<file path="config.mk">
export PLATFORM = sky130hd
export DESIGN_NAME = vector_norm_engine
export DESIGN_NICKNAME = d
export VERILOG_FILES = /design/src/rtl/norm_pkg.sv /design/src/rtl/sq_accum.sv /design/src/rtl/vector_norm_engine.sv
export SDC_FILE = /design/constraint.sdc
export NUM_CORES = 2
export LEC_CHECK = 0
export BUFFER_PORTS_ARGS = -buffer_cell sky130_fd_sc_hd__buf_2
export CORE_MARGIN = 5
export CORE_UTILIZATION = 60
export CTS_BUF_LIST = sky130_fd_sc_hd__clkbuf_16
export DETAILED_ROUTE_END_ITERATION = 10
export GPL_ROUTABILITY_DRIVEN = 1
export PLACE_DENSITY = 0.9
export SLEW_MARGIN = 40
export SYNTH_ARGS = -nofsm -noshare
export SYNTH_HDL_FRONTEND = slang
export SYNTH_HIERARCHICAL = 1
export SYNTH_SLANG_ARGS = --single-unit
</file>
<file path="constraint.sdc">
create_clock -name clk -period 5.3 [get_ports clk]
set_clock_uncertainty 0.15 [all_clocks]
set_input_delay 1.06 -clock clk [delete_from_list [all_inputs] [get_ports clk]]
set_output_delay 1.06 -clock clk [all_outputs]
set_load 0.03 [all_outputs]
</file>
<file path="src/rtl/norm_pkg.sv">
// Shared definitions for the linked-list vector norm engine: traversal states
// and the node layout offsets.
package norm_pkg;

  typedef enum logic [1:0] {
    IDLE = 2'd0,
    ELEM = 2'd1,
    NEXT = 2'd2,
    FIN  = 2'd3
  } norm_state_e;

  localparam int NULL_PTR = 0;
  localparam int PTR_OFS  = 0;
  localparam int ELEM_OFS = 2;

endpackage

</file>
<file path="src/rtl/sq_accum.sv">
// Squares a signed element and accumulates it into an unsigned, saturating
// sum with a sticky overflow flag.
module sq_accum
  import norm_pkg::*;
#(
  parameter int WORD_W = 24,
  parameter int ACC_W  = 56
) (
  input  logic                     clk,
  input  logic                     rst_n,
  input  logic                     clr,
  input  logic                     en,
  input  logic signed [WORD_W-1:0] din,
  output logic [ACC_W-1:0]         acc,
  output logic                     ovf
);

  localparam int PROD_W = 2 * WORD_W;
  // One guard bit above the wider of accumulator and square catches any carry-out.
  localparam int SUM_W  = ((ACC_W > PROD_W) ? ACC_W : PROD_W) + 1;

  logic signed [PROD_W-1:0] din_x;
  logic signed [PROD_W-1:0] din_sq;
  logic [ACC_W-1:0]         acc_q, acc_d;
  logic                     ovf_q, ovf_d;

  function automatic logic [ACC_W:0] sat_add(input logic [ACC_W-1:0]  a,
                                             input logic [PROD_W-1:0] p,
                                             input logic              sticky);
    logic [SUM_W-1:0] s;
    s = SUM_W'(a) + SUM_W'(p);
    if (sticky || (|s[SUM_W-1:ACC_W])) begin
      sat_add = {1'b1, {ACC_W{1'b1}}};
    end else begin
      sat_add = {1'b0, s[ACC_W-1:0]};
    end
  endfunction

  assign din_x  = PROD_W'(din);
  assign din_sq = din_x * din_x;

  always_comb begin
    acc_d = acc_q;
    ovf_d = ovf_q;
    if (clr) begin
      acc_d = '0;
      ovf_d = 1'b0;
    end else if (en) begin
      {ovf_d, acc_d} = sat_add(acc_q, din_sq, ovf_q);
    end
  end

  always_ff @(posedge clk or negedge rst_n) begin
    if (!rst_n) begin
      acc_q <= '0;
      ovf_q <= 1'b0;
    end else begin
      acc_q <= acc_d;
      ovf_q <= ovf_d;
    end
  end

  assign acc = acc_q;
  assign ovf = ovf_q;

endmodule

</file>
<file path="src/rtl/vector_norm_engine.sv">
// Walks a linked list of fixed-size vector nodes in memory, accumulating the
// sum of squares of every element and counting the nodes visited.
module vector_norm_engine
  import norm_pkg::*;
#(
  parameter int WORD_W = 24,
  parameter int ADDR_W = 9,
  parameter int LEN_W  = 8,
  parameter int ELEMS  = 2,
  parameter int ACC_W  = 56
) (
  input  logic                     clk,
  input  logic                     rst_n,
  input  logic                     start,
  input  logic [ADDR_W-1:0]        head,
  output logic                     busy,
  output logic                     done,
  output logic                     rd_req,
  output logic [ADDR_W-1:0]        rd_addr,
  input  logic                     rd_valid,
  input  logic signed [WORD_W-1:0] rd_data,
  output logic [ACC_W-1:0]         sum_sq,
  output logic [LEN_W-1:0]         len,
  output logic                     ovf,
  output logic                     err_len
);

  norm_state_e       state_q;
  logic [ADDR_W-1:0] base_q;
  logic [ADDR_W-1:0] rd_addr_q;
  logic [3:0]        idx_q;
  logic [LEN_W-1:0]  len_q;
  logic              rd_req_q;
  logic              done_q;
  logic              err_len_q;

  logic              accept;
  logic              rd_done;
  logic              acc_en;
  logic [ADDR_W-1:0] ptr;
  logic [LEN_W-1:0]  len_inc;

  assign accept  = (state_q == IDLE) && start;
  assign rd_done = rd_req_q && rd_valid;
  assign acc_en  = (state_q == ELEM) && rd_done;
  assign ptr     = rd_data[ADDR_W-1:0];
  assign len_inc = len_q + LEN_W'(1);

  sq_accum #(
    .WORD_W (WORD_W),
    .ACC_W  (ACC_W)
  ) u_sq_accum (
    .clk   (clk),
    .rst_n (rst_n),
    .clr   (accept),
    .en    (acc_en),
    .din   (rd_data),
    .acc   (sum_sq),
    .ovf   (ovf)
  );

  // rd_req stays high through ELEM and NEXT; the address advances on each
  // completion so the next read is presented on the following cycle.
  always_ff @(posedge clk or negedge rst_n) begin
    if (!rst_n) begin
      state_q   <= IDLE;
      base_q    <= '0;
      rd_addr_q <= '0;
      idx_q     <= '0;
      len_q     <= '0;
      rd_req_q  <= 1'b0;
      done_q    <= 1'b0;
      err_len_q <= 1'b0;
    end else begin
      done_q <= 1'b0;
      case (state_q)
        IDLE: begin
          if (start) begin
            base_q    <= head;
            idx_q     <= '0;
            len_q     <= '0;
            err_len_q <= 1'b0;
            if (head == ADDR_W'(NULL_PTR)) begin
              state_q <= FIN;
              done_q  <= 1'b1;
            end else begin
              state_q   <= ELEM;
              rd_req_q  <= 1'b1;
              rd_addr_q <= head + ADDR_W'(ELEM_OFS);
            end
          end
        end
        ELEM: begin
          if (rd_done) begin
            if (idx_q == 4'(ELEMS - 1)) begin
              state_q   <= NEXT;
              rd_addr_q <= base_q + ADDR_W'(PTR_OFS);
            end else begin
              idx_q     <= idx_q + 4'd1;
              rd_addr_q <= rd_addr_q + ADDR_W'(1);
            end
          end
        end
        NEXT: begin
          if (rd_done) begin
            len_q <= len_inc;
            if (ptr == ADDR_W'(NULL_PTR)) begin
              state_q  <= FIN;
              rd_req_q <= 1'b0;
              done_q   <= 1'b1;
            end else if (len_inc == '1) begin
              state_q   <= FIN;
              rd_req_q  <= 1'b0;
              done_q    <= 1'b1;
              err_len_q <= 1'b1;
            end else begin
              state_q   <= ELEM;
              base_q    <= ptr;
              idx_q     <= '0;
              rd_addr_q <= ptr + ADDR_W'(ELEM_OFS);
            end
          end
        end
        FIN: begin
          state_q <= IDLE;
        end
        default: begin
          state_q <= IDLE;
        end
      endcase
    end
  end

  assign busy    = (state_q != IDLE);
  assign done    = done_q;
  assign rd_req  = rd_req_q;
  assign rd_addr = rd_addr_q;
  assign len     = len_q;
  assign err_len = err_len_q;

endmodule
</file>
==> results of run 1 <==
-- metal layers --
layer	overflow	global-route usage, %
met3	4	66.3
met2	35	84.5
met1	8	69.0
met5	0	43.1
met4	38	66.3
-- through the flow --
| step | cells | TNS (ps) |
|---|---|---|
| 2_1_floorplan | 2940 | -201210 |
| 3_3_place_gp | 4092 | -251770 |
| 3_5_place_dp | 4092 | -269540 |
| 4_1_cts | 4128 | -235360 |
-- logic make-up after synthesis --
group | count (synthesis) | share of synthesized area [%]
adders and majority gates | 766 | 51.6
and+or+nand+nor | 679 | 12.0
DFF | 92 | 8.63
buffers and inverters | 811 | 11.5
muxes | 16 | 0.643
xor gates and xnor gates | 118 | 3.88
AOI/OAI and AO/OA | 458 | 11.8
-- repair_timing --
| item | in CTS |
|---|---|
| gates cloned | 1 |
| gates resized for setup | 155 |
| pin swaps | 65 |
| setup endpoints to repair | 57 |
| setup buffers | 20 |
==> run_results.csv, run 1 <==
group,metric,value,unit
sta,grt-worst-endpoint,"u_sq_accum/acc[15]$_DFFE_PN0P_/D",
floorplanning,num_rows,77,
global_route,grt_overflow,85,
yosys,seq_area_frac_synth,8.63,%
run_status,haltStage,"5_1_grt",
clock_tree,cts.path.max_buffers,2,
clock_tree,cts_root_buf,"clkbuf_16",
run_status,error_line,"[ERROR GRT-0232] Routing congestion too high. Check the congestion heatmap in the GUI.",
yosys,synth_nets,3743,
floorplanning,die_y,221,µm
yosys,synth_area_leader_cell,"fa_1",
yosys,ys_types,92,
yosys,synth.top_cell.area_share,41.7,%
yosys,avgSynthCellArea,9.07,µm²
yosys,ys.flop_type,"dfrtp_1",
yosys,ys_warn_count,6,
yosys,netlist_area,26700,µm²
yosys,synth_edf_count,0,
global_route,grt_start_max_net_pins,58,
floorplanning,initial_core_util,60.4,%
placement,place_hpwl,76100,µm
global_route,grtUsageTotal,71.8,%
yosys,syn_inst,2940,
placement,dp_slack,-4890,ps
yosys,synth.most_common_cell,"inv_1",
sta,endpoint_type,"sequential cell input",
yosys,async_flop_share,100,%
run_status,outcome,"did not finish",
yosys,synth_area_leaders,"fa_1, inv_1, ha_1",
placement,postPlaceCellArea,32400,µm²
clock_tree,cts.sinks,92,
clock_tree,hold_buffers,0,
yosys,ys_seq_elements,92,
yosys,synth_commonest_cells,"inv_1, fa_1, nand2_1, ha_1, nor2_1",
floorplanning,ios,115,
floorplanning,die_w,221,µm
placement,io_buffers,114,
clock_tree,numCtsBuffers,9,
placement,gp_congestion,0.987,
clock_tree,htreeDepth,3,
==> run 2, diff against run 1 <==
Settings changed: CORE_UTILIZATION 60 to 40, CTS_BUF_LIST sky130_fd_sc_hd__clkbuf_16 to default, PLACE_DENSITY 0.9 to default, PLACE_DENSITY_LB_ADDON from default to 0.15.
==> run_results.csv, run 2 <==
group,metric,value,unit
run_status,outcome,"complete, but fails checks",
run_status,violations,"negative setup slack",
sta,fmax,0.109,GHz
worst_setup_path,max_stage_delay,550,ps
floorplanning,ios,115,
placement,postPlaceCellArea,32900,µm²
worst_setup_path,required,5420,ps
worst_setup_path,path_class,"input port to register",
routing,drtAntennaViolNets,0,
clock_tree,cts.sinks,92,
worst_setup_path,rr_startpoint,"u_sq_accum/acc[0]$_DFFE_PN0P_",
clock_tree,htreeDepth,3,
sta,rsz0062_at_grt,"yes",
routing,drt_pass1_iterations,6,
cells_and_area,num_antenna_cells,0,
yosys,async_flop_share,100,%
sta,min_period,9160,ps
hold_path,whs_path_depth,1,
floorplanning,die_y,268,µm
sta,slew_headroom,47.4,%
global_route,grt.busiest_layer,"met2",
worst_setup_path,reg2reg_to,"u_sq_accum/acc[53]$_DFFE_PN0P_",
worst_setup_path,r2r_setup_slack,1960,ps
clock_tree,numCtsBuffers,9,
routing,initialDrtViolationCount,1353,
worst_setup_path,worstSetupEndpointType,"register",
sta,finalWorstSetupSlack,-3860,ps
floorplanning,coreArea,66000,µm²
global_route,antenna_found_initial,0,
cells_and_area,stdcell_area,35200,µm²
sta,hold_violations,0,
clock_tree,clk_pin_slew,80,ps
floorplanning,die_w,268,µm
placement,dp_slack,-4670,ps
routing,drc,0,
cells_and_area,largest_register_ffs,56,
sta,fin_crit_sh,173,%
global_route,grt_pass1_vias,24500,
cells_and_area,regArea,2300,µm²
routing,routedWlPerCell,18.1,µm
global_route,grtUsageMet1,33.4,%
global_route,grtUsageTotal,23.3,%
cells_and_area,multi_input_area,22900,µm²
worst_setup_path,critPathBufInv,9,
routing,via_count,22400,
hold_path,hp-class,"register to register",
yosys,synth_nets,3743,
clock_tree,cts_tree,"done",
worst_setup_path,cp_top_family,"adder cells",
sta,worst_pin_slew,784,ps
placement,gp_congestion,0.923,
yosys,synth_area_leaders,"fa_1, inv_1, ha_1",
hold_path,holdCritStartpoint,"base_q[2]$_DFFE_PN0P_",
yosys,avgSynthCellArea,9.07,µm²
cells_and_area,area_delta_synth_final,32.0,%
placement,place_hpwl,67800,µm
yosys,synth_area_leader_cell,"fa_1",
yosys,ys_warn_count,6,
yosys,synth_edf_count,0,
routing,wl,80700,µm
cells_and_area,nets,4389,
cells_and_area,final_common_cell,"inv_1",
job,max-cap-violations,0,
yosys,ys_seq_elements,92,
yosys,synth_commonest_cells,"inv_1, fa_1, nand2_1, ha_1, nor2_1",
cells_and_area,fillerInstances,6051,
worst_setup_path,ff2ff_path_depth,15,
yosys,syn_inst,2940,
sta,setup_viol,57,
clock_tree,clk_latency,370,ps
floorplanning,die_area,71900,µm²
cells_and_area,layout_common_cells,"inv_1, buf_4, fa_1, nand2_1, ha_1",
clock_tree,cts.path.max_buffers,2,
yosys,synth.most_common_cell,"inv_1",
yosys,synth.top_cell.area_share,41.7,%
global_route,grt_util_met3,2.98,%
worst_setup_path,cp.arrival,9280,ps
worst_setup_path,crit_top_cell,"fa_1",
cells_and_area,drive_gt1_share,31.4,%
sta,drv_slew,0,
worst_setup_path,crit_path_start_kind,"input port",
yosys,ys_types,92,
placement,io_buffers,114,
clock_tree,cts_root_buf,"clkbuf_16",
global_route,grt_pass1_wl,134000,µm
hold_path,timing.hold.worst_endpoint,"base_q[2]$_DFFE_PN0P_",
floorplanning,num_rows,94,
yosys,netlist_area,26700,µm²
global_route,grt_overflow,0,
floorplanning,initial_core_util,40.4,%
yosys,seq_area_frac_synth,8.63,%
global_route,met2_usage,38.4,%
routing,vias_per_cell,5.02,
worst_setup_path,worst_path_max_delay_cell,"fa_1",
worst_setup_path,crit_path_max_fanout,10,
yosys,ys.flop_type,"dfrtp_1",
global_route,grt_start_max_net_pins,68,
==> run 2: cell counts after synthesis <==
Identical to the previous run, type by type.
==> run 2: metrics by stage <==
step / cells / hold slack (ps) / util [%] / TNS (ps)
after floorplan: 2940 / 331 / - / -201210
after global placement: 4379 / 352 / 49.8 / -258650
after detailed placement: 4379 / 364 / 49.8 / -260780
after CTS: 4431 / 383 / 52.2 / -210180
after global routing: 4455 / 405 / 53.4 / -227890
final: 4455 / 375 / 53.4 / -213240
==> run 2: worst max-delay path by stage <==
| stage | slack [ps] | endpoint | cells past startpoint | startpoint |
|---|---|---|---|---|
| 2_1_floorplan | -3620 | u_sq_accum/acc[53]$_DFFE_PN0P_ | 35 | rd_data[1] |
| 3_3_place_gp | -4780 | u_sq_accum/acc[38]$_DFFE_PN0P_ | 40 | rd_data[8] |
| 3_5_place_dp | -4670 | u_sq_accum/acc[45]$_DFFE_PN0P_ | 35 | rd_data[7] |
| 4_1_cts | -3790 | u_sq_accum/acc[45]$_DFFE_PN0P_ | 36 | rd_data[2] |
| 5_1_grt | -4140 | u_sq_accum/acc[34]$_DFFE_PN0P_ | 35 | rd_data[5] |
| 6_report | -3860 | u_sq_accum/acc[31]$_DFFE_PN0P_ | 35 | rd_data[15] |
==> run 2: metal layers <==
metal / wire length, µm / up-vias
met5: 0 / -
met4: 1710 / 0
met3: 3890 / 83
met2: 38200 / 522
met1: 36900 / 11300
li1: - / 10500
==> run 2: kinds of logic after synthesis <==
family | count (synthesis) | share of synthesized area, %
simple gates | 679 | 12.0
compound gates | 458 | 11.8
fa+ha+maj | 766 | 51.6
mux | 16 | 0.643
flops | 92 | 8.63
buf+inv | 811 | 11.5
xor+xnor | 118 | 3.88
==> run 2: area by class of cell <==
cell class / count / share of cell area [%]
multi-input combinational: 2038 / 65.0
timing repair buffer: 730 / 16.9
inverter: 715 / 7.66
sequential: 92 / 6.54
tap: 864 / 3.07
clock buffer: 11 / 0.689
clock inverter: 5 / 0.121
==> run 2: worst reg2reg max path: stages (launching register included) <==
cell and delay [ps]:
dfrtp_1 410, ha_1 230, ha_1 240, a211oi_1 310, o21ai_0 180, buf_4 180, nand2_1 110, a211oi_2 90
buf_4 150, o31ai_4 330, buf_12 150, a21oi_4 90, buf_6 140, buf_4 120, a311oi_2 260, a211oi_2 70
==> run 2: timing repair <==
action	4_1_cts	5_1_grt
pin swaps	126	93
cloned	7	2
buffers inserted	30	23
hold buffers	0	0
gates resized for setup	226	158
setup endpoints to repair	57	57
Power of run 2 is not shown: default switching activity piles up to over one toggle a cycle in this logic, so the estimate is an artifact.
